### config.mk
export PLATFORM = sky130hd
export DESIGN_NAME = lcd_char_ctrl
export DESIGN_NICKNAME = d
export VERILOG_FILES = /design/src/rtl/lcd_char_ctrl.sv
export SDC_FILE = /design/constraint.sdc
export NUM_CORES = 1
export LEC_CHECK = 0
export CORE_MARGIN = 2
export CORE_UTILIZATION = 45
export CTS_BUF_LIST = sky130_fd_sc_hd__clkbuf_4
export DETAILED_ROUTE_END_ITERATION = 10
export PLACE_DENSITY_LB_ADDON = 0.1
export SYNTH_ARGS = -nofsm -noshare
export SYNTH_HDL_FRONTEND = slang
export SYNTH_SLANG_ARGS = --single-unit
### constraint.sdc
create_clock -name clk -period 2.7 [get_ports clk]
set_clock_uncertainty 0.2 [all_clocks]
set_input_delay 0.27 -clock clk [delete_from_list [all_inputs] [get_ports clk]]
set_output_delay 0.27 -clock clk [all_outputs]
set_load 0.005 [all_outputs]
### src/rtl/lcd_char_ctrl.sv
// lcd_char_ctrl: timed sequencer for an HD44780-compatible character LCD in
// 4-bit mode. Runs the power-on init nibbles and the configuration bytes on
// its own, then accepts one command/data byte at a time over valid/ready and
// sends it as a high nibble then a low nibble with E setup/pulse/hold timing.
// Optional build macro LCD_CTRL_REINIT_EN adds a 'reinit' input that, when
// sampled high in IDLE without a simultaneous accept, reruns the full init.
// All outputs are registered and decoded from the next state, so they line
// up exactly with the state they belong to.
// Each timed state lasts its parameter value in cycles. T_POWERUP must be at
// least 2 and the other timing parameters at least 1.
module lcd_char_ctrl #(
  parameter int T_POWERUP = 750000,
  parameter int T_INIT1   = 205000,
  parameter int T_INIT2   = 5000,
  parameter int T_CMD     = 2000,
  parameter int T_CLEAR   = 82000,
  parameter int T_SETUP   = 2,
  parameter int T_PULSE   = 12,
  parameter int T_HOLD    = 1,
  parameter int T_GAP     = 50
) (
  input  logic       clk,
  input  logic       rst_n,
  input  logic       req_valid,
  input  logic       req_rs,
  input  logic [7:0] req_byte,
`ifdef LCD_CTRL_REINIT_EN
  input  logic       reinit,
`endif
  output logic       req_ready,
  output logic       init_done,
  output logic       sf_e,
  output logic       e,
  output logic       rs,
  output logic       rw,
  output logic       d,
  output logic       c,
  output logic       b,
  output logic       a
);

  localparam logic [19:0] W_POWERUP = 20'(T_POWERUP);
  localparam logic [19:0] W_INIT1   = 20'(T_INIT1);
  localparam logic [19:0] W_INIT2   = 20'(T_INIT2);
  localparam logic [19:0] W_CMD     = 20'(T_CMD);
  localparam logic [19:0] W_CLEAR   = 20'(T_CLEAR);
  localparam logic [19:0] W_SETUP   = 20'(T_SETUP);
  localparam logic [19:0] W_PULSE   = 20'(T_PULSE);
  localparam logic [19:0] W_HOLD    = 20'(T_HOLD);
  localparam logic [19:0] W_GAP     = 20'(T_GAP);

  localparam logic [3:0] S_PWR_WAIT   = 4'd0;
  localparam logic [3:0] S_INIT_SETUP = 4'd1;
  localparam logic [3:0] S_INIT_PULSE = 4'd2;
  localparam logic [3:0] S_INIT_HOLD  = 4'd3;
  localparam logic [3:0] S_INIT_WAIT  = 4'd4;
  localparam logic [3:0] S_LOAD       = 4'd5;
  localparam logic [3:0] S_HI_SETUP   = 4'd6;
  localparam logic [3:0] S_HI_PULSE   = 4'd7;
  localparam logic [3:0] S_HI_HOLD    = 4'd8;
  localparam logic [3:0] S_GAP        = 4'd9;
  localparam logic [3:0] S_LO_SETUP   = 4'd10;
  localparam logic [3:0] S_LO_PULSE   = 4'd11;
  localparam logic [3:0] S_LO_HOLD    = 4'd12;
  localparam logic [3:0] S_EXEC_WAIT  = 4'd13;
  localparam logic [3:0] S_INIT_FIN   = 4'd14;
  localparam logic [3:0] S_IDLE       = 4'd15;

  logic [3:0]  state, state_nx;
  logic [19:0] cnt, cnt_nx;
  logic [1:0]  init_idx, init_idx_nx;
  logic [1:0]  cfg_idx, cfg_idx_nx;
  logic [7:0]  data_q, data_nx;
  logic        rs_q, rs_nx;
  logic        done_nx;
  logic        cnt_last;
  logic        reinit_req;
  logic        e_nx;
  logic        rs_out_nx;
  logic [3:0]  nib_nx;

`ifdef LCD_CTRL_REINIT_EN
  assign reinit_req = reinit;
`else
  assign reinit_req = 1'b0;
`endif

  // Counter is loaded with the state length on entry; the last cycle is at 1.
  assign cnt_last = (cnt <= 20'd1);

  // Init nibble sequence: three 0x3 wake-ups, then 0x2 to select 4-bit mode.
  function automatic logic [3:0] init_nibble(input logic [1:0] idx);
    logic [3:0] nib;
    case (idx)
      2'd3:    nib = 4'h2;
      default: nib = 4'h3;
    endcase
    return nib;
  endfunction

  // Wait that follows each init nibble.
  function automatic logic [19:0] init_wait(input logic [1:0] idx);
    logic [19:0] w;
    case (idx)
      2'd0:    w = W_INIT1;
      2'd1:    w = W_INIT2;
      default: w = W_CMD;
    endcase
    return w;
  endfunction

  // Configuration: function set 4-bit/2-line, entry mode, display on, clear.
  function automatic logic [7:0] cfg_byte(input logic [1:0] idx);
    logic [7:0] v;
    case (idx)
      2'd0:    v = 8'h28;
      2'd1:    v = 8'h06;
      2'd2:    v = 8'h0C;
      default: v = 8'h01;
    endcase
    return v;
  endfunction

  // Clear and Return Home need the long execution time.
  function automatic logic [19:0] exec_wait(input logic rs_bit, input logic [7:0] v);
    logic [19:0] w;
    if (!rs_bit && (v == 8'h01 || v == 8'h02 || v == 8'h03)) begin
      w = W_CLEAR;
    end else begin
      w = W_CMD;
    end
    return w;
  endfunction

  // Next-state, wait-counter and latched-byte logic for the sequencer.
  always_comb begin
    state_nx    = state;
    cnt_nx      = cnt;
    init_idx_nx = init_idx;
    cfg_idx_nx  = cfg_idx;
    data_nx     = data_q;
    rs_nx       = rs_q;
    done_nx     = init_done;
    case (state)
      S_PWR_WAIT: begin
        // Entered with the counter cleared; the first cycle loads it.
        if (cnt == 20'd0) begin
          cnt_nx = W_POWERUP - 20'd1;
        end else if (cnt == 20'd1) begin
          state_nx    = S_INIT_SETUP;
          cnt_nx      = W_SETUP;
          init_idx_nx = 2'd0;
        end else begin
          cnt_nx = cnt - 20'd1;
        end
      end
      S_INIT_SETUP: begin
        if (cnt_last) begin
          state_nx = S_INIT_PULSE;
          cnt_nx   = W_PULSE;
        end else begin
          cnt_nx = cnt - 20'd1;
        end
      end
      S_INIT_PULSE: begin
        if (cnt_last) begin
          state_nx = S_INIT_HOLD;
          cnt_nx   = W_HOLD;
        end else begin
          cnt_nx = cnt - 20'd1;
        end
      end
      S_INIT_HOLD: begin
        if (cnt_last) begin
          state_nx = S_INIT_WAIT;
          cnt_nx   = init_wait(init_idx);
        end else begin
          cnt_nx = cnt - 20'd1;
        end
      end
      S_INIT_WAIT: begin
        if (cnt_last && init_idx == 2'd3) begin
          state_nx   = S_LOAD;
          cnt_nx     = 20'd0;
          cfg_idx_nx = 2'd0;
        end else if (cnt_last) begin
          state_nx    = S_INIT_SETUP;
          cnt_nx      = W_SETUP;
          init_idx_nx = init_idx + 2'd1;
        end else begin
          cnt_nx = cnt - 20'd1;
        end
      end
      S_LOAD: begin
        // Configuration bytes come from the table; requests were latched at accept.
        state_nx = S_HI_SETUP;
        cnt_nx   = W_SETUP;
        if (!init_done) begin
          data_nx = cfg_byte(cfg_idx);
          rs_nx   = 1'b0;
        end else begin
          data_nx = data_q;
          rs_nx   = rs_q;
        end
      end
      S_HI_SETUP: begin
        if (cnt_last) begin
          state_nx = S_HI_PULSE;
          cnt_nx   = W_PULSE;
        end else begin
          cnt_nx = cnt - 20'd1;
        end
      end
      S_HI_PULSE: begin
        if (cnt_last) begin
          state_nx = S_HI_HOLD;
          cnt_nx   = W_HOLD;
        end else begin
          cnt_nx = cnt - 20'd1;
        end
      end
      S_HI_HOLD: begin
        if (cnt_last) begin
          state_nx = S_GAP;
          cnt_nx   = W_GAP;
        end else begin
          cnt_nx = cnt - 20'd1;
        end
      end
      S_GAP: begin
        if (cnt_last) begin
          state_nx = S_LO_SETUP;
          cnt_nx   = W_SETUP;
        end else begin
          cnt_nx = cnt - 20'd1;
        end
      end
      S_LO_SETUP: begin
        if (cnt_last) begin
          state_nx = S_LO_PULSE;
          cnt_nx   = W_PULSE;
        end else begin
          cnt_nx = cnt - 20'd1;
        end
      end
      S_LO_PULSE: begin
        if (cnt_last) begin
          state_nx = S_LO_HOLD;
          cnt_nx   = W_HOLD;
        end else begin
          cnt_nx = cnt - 20'd1;
        end
      end
      S_LO_HOLD: begin
        if (cnt_last) begin
          state_nx = S_EXEC_WAIT;
          cnt_nx   = exec_wait(rs_q, data_q);
        end else begin
          cnt_nx = cnt - 20'd1;
        end
      end
      S_EXEC_WAIT: begin
        if (cnt_last && init_done) begin
          state_nx = S_IDLE;
          cnt_nx   = 20'd0;
        end else if (cnt_last && cfg_idx == 2'd3) begin
          state_nx = S_INIT_FIN;
          cnt_nx   = 20'd0;
          done_nx  = 1'b1;
        end else if (cnt_last) begin
          state_nx   = S_LOAD;
          cnt_nx     = 20'd0;
          cfg_idx_nx = cfg_idx + 2'd1;
        end else begin
          cnt_nx = cnt - 20'd1;
        end
      end
      S_INIT_FIN: begin
        state_nx = S_IDLE;
        cnt_nx   = 20'd0;
      end
      S_IDLE: begin
        // A pending request always wins over reinit.
        cnt_nx = 20'd0;
        if (req_valid) begin
          state_nx = S_LOAD;
          data_nx  = req_byte;
          rs_nx    = req_rs;
        end else if (reinit_req) begin
          state_nx = S_PWR_WAIT;
          done_nx  = 1'b0;
        end else begin
          state_nx = S_IDLE;
        end
      end
      default: begin
        state_nx = S_PWR_WAIT;
        cnt_nx   = 20'd0;
        done_nx  = 1'b0;
      end
    endcase
  end

  // LCD pin values for the state about to be entered.
  always_comb begin
    e_nx      = 1'b0;
    rs_out_nx = 1'b0;
    nib_nx    = 4'h0;
    case (state_nx)
      S_INIT_SETUP, S_INIT_HOLD: begin
        nib_nx = init_nibble(init_idx_nx);
      end
      S_INIT_PULSE: begin
        nib_nx = init_nibble(init_idx_nx);
        e_nx   = 1'b1;
      end
      S_HI_SETUP, S_HI_HOLD: begin
        nib_nx    = data_nx[7:4];
        rs_out_nx = rs_nx;
      end
      S_HI_PULSE: begin
        nib_nx    = data_nx[7:4];
        rs_out_nx = rs_nx;
        e_nx      = 1'b1;
      end
      S_GAP: begin
        rs_out_nx = rs_nx;
      end
      S_LO_SETUP, S_LO_HOLD: begin
        nib_nx    = data_nx[3:0];
        rs_out_nx = rs_nx;
      end
      S_LO_PULSE: begin
        nib_nx    = data_nx[3:0];
        rs_out_nx = rs_nx;
        e_nx      = 1'b1;
      end
      default: begin
        nib_nx = 4'h0;
      end
    endcase
  end

  // State, counter and registered outputs; synchronous active-low reset.
  always_ff @(posedge clk) begin
    if (!rst_n) begin
      state        <= S_PWR_WAIT;
      cnt          <= 20'd0;
      init_idx     <= 2'd0;
      cfg_idx      <= 2'd0;
      data_q       <= 8'h00;
      rs_q         <= 1'b0;
      init_done    <= 1'b0;
      req_ready    <= 1'b0;
      e            <= 1'b0;
      rs           <= 1'b0;
      rw           <= 1'b0;
      sf_e         <= 1'b1;
      {d, c, b, a} <= 4'h0;
    end else begin
      state        <= state_nx;
      cnt          <= cnt_nx;
      init_idx     <= init_idx_nx;
      cfg_idx      <= cfg_idx_nx;
      data_q       <= data_nx;
      rs_q         <= rs_nx;
      init_done    <= done_nx;
      req_ready    <= (state_nx == S_IDLE);
      e            <= e_nx;
      rs           <= rs_out_nx;
      rw           <= 1'b0;
      sf_e         <= 1'b1;
      {d, c, b, a} <= nib_nx;
    end
  end

endmodule

## Yosys cells after proc, flatten, opt, wreduce, memory -nomap -nowiden

Index checks and enable logic that the tools add are counted.

| operators by class | value |
|---|---|
| $add $sub $neg | 3 |
| $mul | 0 |
| divide/modulo/power cells | 0 |
| $lt $le $gt $ge | 1 |
| equal/unequal tests | 40 |
| shifts and indexed selects | 0 |
| muxes and demuxes | 54 |
| bitwise gates (word level) | 1 |
| reduce and logical (&&, ||, !) cells | 23 |

Operator list:

| kind | count |
|---|---|
| 20-bit two-way mux | 12 |
| 20-bit one-hot mux with 11 select lines | 1 |
| 4-bit two-way mux | 18 |
| 4-bit one-hot mux with 16 select lines | 1 |
| 4-bit equality test (second input constant) | 14 |
| 18-bit one-hot mux with 2 select lines | 1 |
| 4-bit by 3-bit equality test with 1-bit output (second input constant) | 6 |
| 20-bit by 1-bit equality test with 1-bit output (second input constant) | 1 |
| 20-bit by 1-bit <= comparator with 1-bit output (second input constant) | 1 |
| 20-bit logical NOT | 1 |
| 20-bit by 1-bit subtractor with 20-bit output (second input constant) | 1 |
| 6-bit one-hot mux with 3 select lines | 1 |
| 3-bit OR reduction | 6 |
| 17-bit two-way mux | 1 |
| 4-bit by 2-bit equality test with 1-bit output (second input constant) | 4 |
| 8-bit by 2-bit equality test with 1-bit output (second input constant) | 2 |
| 2-bit two-way mux | 8 |
| 8-bit two-way mux | 2 |
| 8-bit one-hot mux with 2 select lines | 1 |
| 4-bit one-hot mux with 3 select lines | 1 |
| 2-bit equality test (second input constant) | 4 |
| 4-bit by 1-bit equality test with 1-bit output (second input constant) | 2 |
| 8-bit by 1-bit equality test with 1-bit output (second input constant) | 1 |
| 2-bit inequality test (second input constant) | 4 |
| other kinds (17) | 28 |

| storage, ports and cells | value |
|---|---|
| register bits after elaboration | 45 |
| latch bits | 0 |
| RAM bits | 0 |
| memory bits (read-only) | 0 |
| input port bits | 12 |
| memories kept | 0 |

## Depth between registers and ports, before layout

Gate-level depths: netlist of the first run.

| depth | value |
|---|---|
| word-level depth | 8 |
| depth in mapped cells | 11 |
| gate-level depth less buffers | 9 |

## Worst setup path after synthesis of the first run

Ideal clock, no wire load.

| path | value |
|---|---|
| kind | register to register |
| from | register cnt[0] |
| to | register b |
| arrival | 2.378 ns |
| setup slack | -0.015 ns |
| stages on the path, launching flop included | 11 |
| buffers on the path | 2 |
| path through | dfxtp_1 > inv_1 > ha_1 > or2_2 > and3_1 > clkbuf_1 > nand3_1 > clkbuf_1 > o221ai_1 > a31oi_1 > o221ai_1 |

| on the way | value |
|---|---|
| cells in the longest elaborated chain, start to end | 8 |
| elaborated cells between the ends (all ways) | 37 |
| classes of those cells | 1 x order compare; 10 x eq/ne; 19 x mux; 7 x reduce/logical |

RTL lines:

| element | RTL line | source |
|---|---|---|
| start, declared | 70 | `logic [19:0] cnt, cnt_nx;` |
| start signal, assigned | 362 | `cnt <= cnt_nx;` |
| 20-bit by 1-bit <= comparator with 1-bit output | 89 | `assign cnt_last = (cnt <= 20'd1);` |
| 4-bit two-way mux or 1-bit logical AND (tied branches) | 270, 266 |  |
| 4-bit two-way mux | 266 | `end else if (cnt_last && cfg_idx == 2'd3) begin` |
| 4-bit two-way mux | 263 | `if (cnt_last && init_done) begin` |
| 4-bit one-hot mux with 16 select lines * | 144 | `case (state)` |
| 4-bit equality test (tied with other cells) | 309 | `case (state_nx)` |
| 3-bit OR reduction (no source line) | - |  |
| 4-bit one-hot mux with 3 select lines * | 309 |  |
| end signal, assigned | 373 | `{d, c, b, a} <= nib_nx;` |
| end, declared | 38 | `output logic b,` |

Every way passes the cells marked *; elsewhere a longest branch is shown, timed or not.
A chain may end at the register's enable or synchronous reset.

## Worst setup path after layout of the first run

| path | value |
|---|---|
| from | register cnt[11] |
| to | register e |

| on the way | value |
|---|---|
| cells in the longest elaborated chain, start to end | 8 |
| elaborated cells between the ends (all ways) | 29 |
| classes of those cells | 1 x order compare; 4 x eq/ne; 19 x mux; 5 x reduce/logical |

RTL lines:

| element | RTL line | source |
|---|---|---|
| 20-bit by 1-bit <= comparator with 1-bit output | 89 |  |
| 4-bit two-way mux or 1-bit logical AND (tied branches) | 270, 266 |  |
| 4-bit two-way mux | 266 |  |
| 4-bit two-way mux | 263 |  |
| 4-bit one-hot mux with 16 select lines * | 144 |  |
| 4-bit by 2-bit equality test with 1-bit output (tied with other cells) | 309 |  |
| 3-bit OR reduction (no source line) * | - |  |
| 1-bit two-way mux * | 309 |  |
| end signal, assigned | 369 | `e <= e_nx;` |
| end, declared | 33 | `output logic e,` |

Marks and branches as above.

==> summary.md, run 1 <==
| Metric | Value |
|---|---|
| Status | `completed` |
| Fin crit period | `2.68 ns` |
| Required @ worst endpoint | `2.79 ns` |
| CTS H-tree lvls | `2` |
| Final number of hold-violating endpoints | `0` |
| Final worst setup slack | `0.0212 ns` |
| Clock buffer depth | `2` |
| CTS Buf Count | `5` |
| Fin Setup TNS | `0 ns` |
| Yosys warnings | `0` |
| Total grt overflow | `0` |
| Register area share after synthesis | `29.1%` |
| Async SR Flop Fraction | `0%` |
| Chip width | `86.9 um` |
| First-pass GRT wire length | `15700 um` |
| Final Cell Area | `4050 um2` |
| Core box area | `6720 um2` |
| Ys flop type | `dfxtp_1` |
| Drt pass-1 iters | `5` |
| Critical path class | `register to register` |
| Post-Syn Area | `3090 um2` |
| Unrepaired setup endpoints after global routing | `yes` |
| Routed wire per std cell | `17.5 um` |
| DRC Markers | `0` |
| Clk_lat worst skew | `0.37 ns` |
| Rel. slew slack | `59.6%` |
| All-layer global routing usage | `26.8%` |
| Crit path DAT | `2.77 ns` |
| Syn_area_per_cell | `7.42 um2` |
| Vias | `3395` |
| Die footprint | `7550 um2` |
| Placement Rows | `30` |
| Area after DPL | `3780 um2` |
| Synthesized netlist cell count | `417` |
| # IOs | `22` |
| Worst-Margin Slew | `0.604 ns` |
| Hold WC Path Type | `primary input to register` |
| Final period util | `99.2%` |
| Vias per std cell | `5.95` |
| Clk root buf | `clkbuf_4` |
| Setup WS pre-CTS | `-0.0551 ns` |
| CTS tree | `yes` |
| Net Count, Synth | `442` |
| Initial Util | `46.0%` |
| Worst hold path depth | `3` |
| Drt total wl | `10000 um` |
| Final ANT Viol Nets | `0` |
| Count of input and output buffers | `19` |
| Max Freq | `0.373 GHz` |
| Layout cells sized above 1 | `24.0%` |
| Largest net degree at the start of global routing | `20` |
| Setup crit start kind | `register` |
| Final net count | `515` |
| R2r worst-path depth | `8` |
| Hpwl dp | `7770 um` |
| Endpoints failing setup | `0` |
| Initial antenna violation count | `0` |
| Max IR drop VDD | `314 uV` |
| Reg clk slew, reported paths | `0.15 ns` |
| CP Capture Type | `register` |
| Ant diodes | `0` |
| Overall power | `3.53 mW` |
| EDFF count, synth | `0` |
| Gpl congestion | `0.979` |
| Slew Viols, Final | `0` |
| PD cells | `873 nW/um2` |
| Vias in the first global route | `3145` |
| Area growth syn-to-layout | `30.9%` |
| Synth Register Bits | `45` |
| Initial DRC count | `249` |
| Fin util | `60.3%` |
| CP max FO | `4` |
| TritonCTS Sinks | `45` |
| Max Cap Viol | `0` |
| Netlist cell types | `54` |
| Die height | `86.9 um` |
| P_leak | `1.65 nW` |
[stage by stage]
step,hold WS [ns],instances
after global routing,0.283,571
after detailed placement,0.293,559
final,0.289,571
after floorplan,0.225,417
after global placement,0.292,559
after CTS,0.264,568
[logic make-up (layout without fill, tap and decap cells)]
family	Yosys count	count (layout)	synth area share [%]
compound gates	117	117	25.4
xor+xnor	19	19	5.38
fa+ha+maj	13	13	5.26
buf+inv	42	116	5.42
flops	45	45	29.1
other cells	2	2	0.243
simple gates	179	179	29.2
[cell usage in the layout, fill, tap and decap left out, types with 5 or more instances in the layout]
master and n:
and2_1 6, nand4_1 7, nor4_1 7, nand2_1 57, inv_1 18, dfxtp_1 41, xor2_1 8, o21ai_0 22
nor3_1 15, nor2_1 40, ha_1 11, a31oi_1 6, a22oi_1 5, xnor2_1 11, clkbuf_4 5, o21a_1 9
buf_4 68, clkdlybuf4s50_1 19, a21oi_1 23, nand3_1 11
[final timing paths]
kind / startpoint / to / slack [ns]
worst min register to register: cfg_idx[0] / cfg_idx[0] / 0.32
worst min-delay path: req_rs / rs_q / 0.29
worst max register to register: cnt[11] / e / 0.02
worst max-delay path: cnt[11] / e / 0.02
[cell type report]
| cell class | count | area [um2] |
|---|---|---|
| clock buffers | 5 | 37.5 |
| fillers | 637 | 2670 |
| inverters | 20 | 75.1 |
| clock inverters | 3 | 46.3 |
| flip-flops and latches | 45 | 908 |
| multi-input cells | 330 | 2170 |
| repair buffers | 88 | 712 |
| well taps | 80 | 100 |
[Yosys cell counts (5+ instances only)]
master / instances / area (um2)
o21a_1: 9 / 67.6
o31ai_1: 6 / 45.0
dfxtp_1: 45 / 901
xor2_1: 8 / 70.1
nor3_1: 18 / 90.1
a31oi_1: 8 / 50.1
nand2_1: 57 / 214
nand3_1: 12 / 60.1
nor2b_1: 5 / 31.3
a221oi_1: 5 / 43.8
clkbuf_1: 16 / 60.1
nand4_1: 7 / 43.8
a21oi_1: 25 / 125
nor4_1: 7 / 43.8
o21ai_0: 23 / 115
and3_1: 5 / 31.3
inv_1: 19 / 71.3
ha_1: 13 / 163
a22oi_1: 5 / 37.5
xnor2_1: 11 / 96.3
and2_1: 6 / 37.5
nor2_1: 41 / 154
[registers in the layout (all words and copies together) (netlist names)]
register	flops
b	1
d	1
c	1
rs	1
state	4
cfg_idx	2
rs_q	1
cnt	20
data_q	8
a	1
init_idx	2
req_ready	1
e	1
init_done	1
[repair_timing]
action,in CTS,in global routing
gates resized for setup,5,31
buffers inserted,1,3
endpoints found under the hold margin,0,0
setup endpoints to repair,5,13
hold buffers,0,0
gates cloned,0,0
pin swaps,1,12
[critical path: stages, from the launching register on]
cell and delay [ns]:
dfxtp_2 0.37, nor4_4 0.29, buf_4 0.18, nand2_4 0.04
or4_4 0.53, a32oi_2 0.25, nor2_1 0.09, or4b_4 0.49
a21oi_2 0.16
[power breakdown]
| part | internal [mW] | leakage (nW) | total, mW | switching [mW] |
|---|---|---|---|---|
| Sequential | 0.779 | 0.367 | 0.879 | 0.100 |
| Combinational | 1.01 | 1.24 | 2.22 | 1.21 |
| Clock | 0.196 | 0.0414 | 0.432 | 0.236 |
[layer usage]
layer,track usage [%],wire length (um),vias to the layer above
li1,-,-,1641
met4,10.9,285,0
met2,43.9,4750,141
met5,0,0,-
met3,5.50,647,26
met1,34.2,4340,1587
Note: power is estimated with default switching activity, not from simulation.
==> run 2: changes to the inputs <==
--- a/config.mk
+++ b/config.mk
@@ -8,8 +8,10 @@
 export CORE_MARGIN = 2
 export CORE_UTILIZATION = 45
 export CTS_BUF_LIST = sky130_fd_sc_hd__clkbuf_4
+export CTS_CLUSTER_DIAMETER = 50
 export DETAILED_ROUTE_END_ITERATION = 10
-export PLACE_DENSITY_LB_ADDON = 0.1
+export GPL_TIMING_DRIVEN = 0
+export PLACE_DENSITY = 0.71
 export SYNTH_ARGS = -nofsm -noshare
 export SYNTH_HDL_FRONTEND = slang
 export SYNTH_SLANG_ARGS = --single-unit
==> run 2 against run 1 <==
Against the previous run: total power increased by 9.7%; final cell count decreased by 3.0%; largest cell class unchanged; flip-flop and latch count unchanged; the flow now finishes with violations (negative setup slack); combinational power increased by 16%; global-route usage increased by 2.1 points; non-clock buffer count decreased by 17.
==> summary.md, run 2 (synthesis results as in run 1) <==
| Metric | Value |
|---|---|
| Status | `complete, but fails checks` |
| Failing checks | `negative setup slack` |
| FF-to-FF Start | `cnt[0]` |
| Die height | `86.9 um` |
| Area growth syn-to-layout | `34.5%` |
| Cells after DPL | `516` |
| Vias | `3450` |
| WP buf/inv | `2` |
| All-layer global routing usage | `28.9%` |
| Final period util | `104%` |
| Required @ worst endpoint | `2.84 ns` |
| Die footprint | `7550 um2` |
| Max Freq | `0.356 GHz` |
| Slew Viols, Final | `0` |
| Fin util | `61.9%` |
| Drt pass-1 iters | `5` |
| CTS tree | `yes` |
| Fin crit period | `2.81 ns` |
| Endpoints failing setup | `6` |
| Hpwl dp | `7270 um` |
| First-pass GRT wire length | `16800 um` |
| Crit path DAT | `2.94 ns` |
| Final ANT Viol Nets | `0` |
| CTS Buf Count | `5` |
| Critical-path cell list | `clkinvlp_4 -> ha_4 -> nor2b_4 -> nand3_2 -> or4_4 -> a32oi_4 -> buf_6 -> nor2_4 -> or4b_4 -> a21oi_2` |
| Worst-Margin Slew | `0.654 ns` |
| Drt total wl | `10600 um` |
| Vias in the first global route | `3286` |
| Routed wire per std cell | `19.1 um` |
| Area after DPL | `3390 um2` |
| Largest net degree at the start of global routing | `16` |
| Crit. Startpoint | `cnt[0]` |
| Final worst setup slack | `-0.108 ns` |
| CTS H-tree lvls | `2` |
| Ant diodes | `0` |
| Final net count | `498` |
| Final number of hold-violating endpoints | `0` |
| Clk root buf | `clkbuf_4` |
| R2r worst-path depth | `10` |
| Initial antenna violation count | `0` |
| Top flop regs | `cnt: 20 flops, data_q: 8 flops, state: 4 flops` |
| Vias per std cell | `6.23` |
| Gpl congestion | `0.973` |
| Clock buffer depth | `2` |
| Max reg flops | `20` |
| Count of input and output buffers | `19` |
| Max incr delay on CP | `0.51 ns` |
| Layout fillers | `594` |
| Unrepaired setup endpoints after global routing | `yes` |
| Worst Hold Launch | `req_rs` |
| DRC Markers | `0` |
| Overall power | `3.88 mW` |
| PD cells | `932 nW/um2` |
| Initial Util | `46.0%` |
| CP max FO | `3` |
| Final Cell Area | `4160 um2` |
| Clk_lat worst skew | `0.40 ns` |
| Core box area | `6720 um2` |
| Chip width | `86.9 um` |
| Rel. slew slack | `56.1%` |
| Worst hold path depth | `3` |
| Largest Register | `cnt` |
| Most common cell after layout, fill and taps aside | `nand2_1` |
| Setup crit start kind | `register` |
| CTS Hold Buffers Added | `0` |
| Critical path class | `register to register` |
| TritonCTS Sinks | `45` |
| # IOs | `22` |
| Placement Rows | `30` |
| Initial DRC count | `371` |
| Fin cells | `554` |
| Crit path depth | `10` |
| Total grt overflow | `0` |
| Most frequent cells in the layout | `57 x nand2_1, 37 x nor2_1, 35 x dfxtp_1, 28 x buf_4, 22 x a21oi_1` |
| P_leak | `1.58 nW` |
| Family with the most delay on the worst path | `simple AND/OR/NAND/NOR gates` |
| Hold WC Path Type | `primary input to register` |
| Critical path's slowest cell | `or4_4` |
| Max Cap Viol | `0` |
| Reg clk slew, reported paths | `0.16 ns` |
| Max IR drop VDD | `399 uV` |
| Layout cells sized above 1 | `24.7%` |
| CP Capture Type | `register` |
run 2: final cells by class:
type / instances / area, um2 / share of cell area (%)
clock inverter: 3 / 21.3 / 0.511
buffer: 18 / 101 / 2.44
inverter: 20 / 78.8 / 1.90
tap: 80 / 100 / 2.41
multi-input combinational: 330 / 2400 / 57.8
timing repair buffer: 53 / 497 / 11.9
sequential: 45 / 921 / 22.1
clock buffer: 5 / 37.5 / 0.903
run 2: power breakdown:
group / switching, mW / leakage, nW / total, mW / internal [mW]
combinational: 1.39 / 1.18 / 2.58 / 1.18
clock: 0.259 / 0.0316 / 0.362 / 0.104
sequential: 0.146 / 0.370 / 0.936 / 0.790
total: 1.80 / 1.58 / 3.88 / 2.08
run 2: stage by stage:
step / hold slack, ns / setup slack [ns] / setup TNS [ns]
detailed placement: 0.302 / -0.659 / -9.27
finish: 0.262 / -0.108 / -0.189
global placement: 0.293 / -0.665 / -10.32
global route: 0.272 / -0.154 / -0.702
floorplan: 0.225 / 0.000543 / 0
CTS: 0.271 / -0.00687 / -0.0126
run 2: worst reg2reg max path: cells and delay by family (launching register included):
kind,cells,cell delay [ns]
simple gates,5,1.23
flops,1,0.41
compound gates,2,0.41
buf+inv,2,0.29
fa+ha+maj,1,0.21
run 2: what timing repair did:
action,in CTS,in global routing
setup buffers,22,13
pin swaps,15,20
setup endpoints to repair,38,25
gates resized for setup,61,41
run 2: worst paths after layout:
kind / endpoint / slack, ns
setup / recovery: e / -0.11
hold / removal: rs_q / 0.26
setup reg to reg: e / -0.11
hold reg to reg: rs_q / 0.32
run 2: per-layer routing:
metal	vias to the layer above	global-route usage (%)	part of all wire, %	routed length, um
met5	-	0	0	0
met4	0	13.2	4.3	454
met3	48	4.83	6.6	694
met2	156	46.6	46	4920
met1	1630	37.6	43	4530
li1	1616	-	-	-
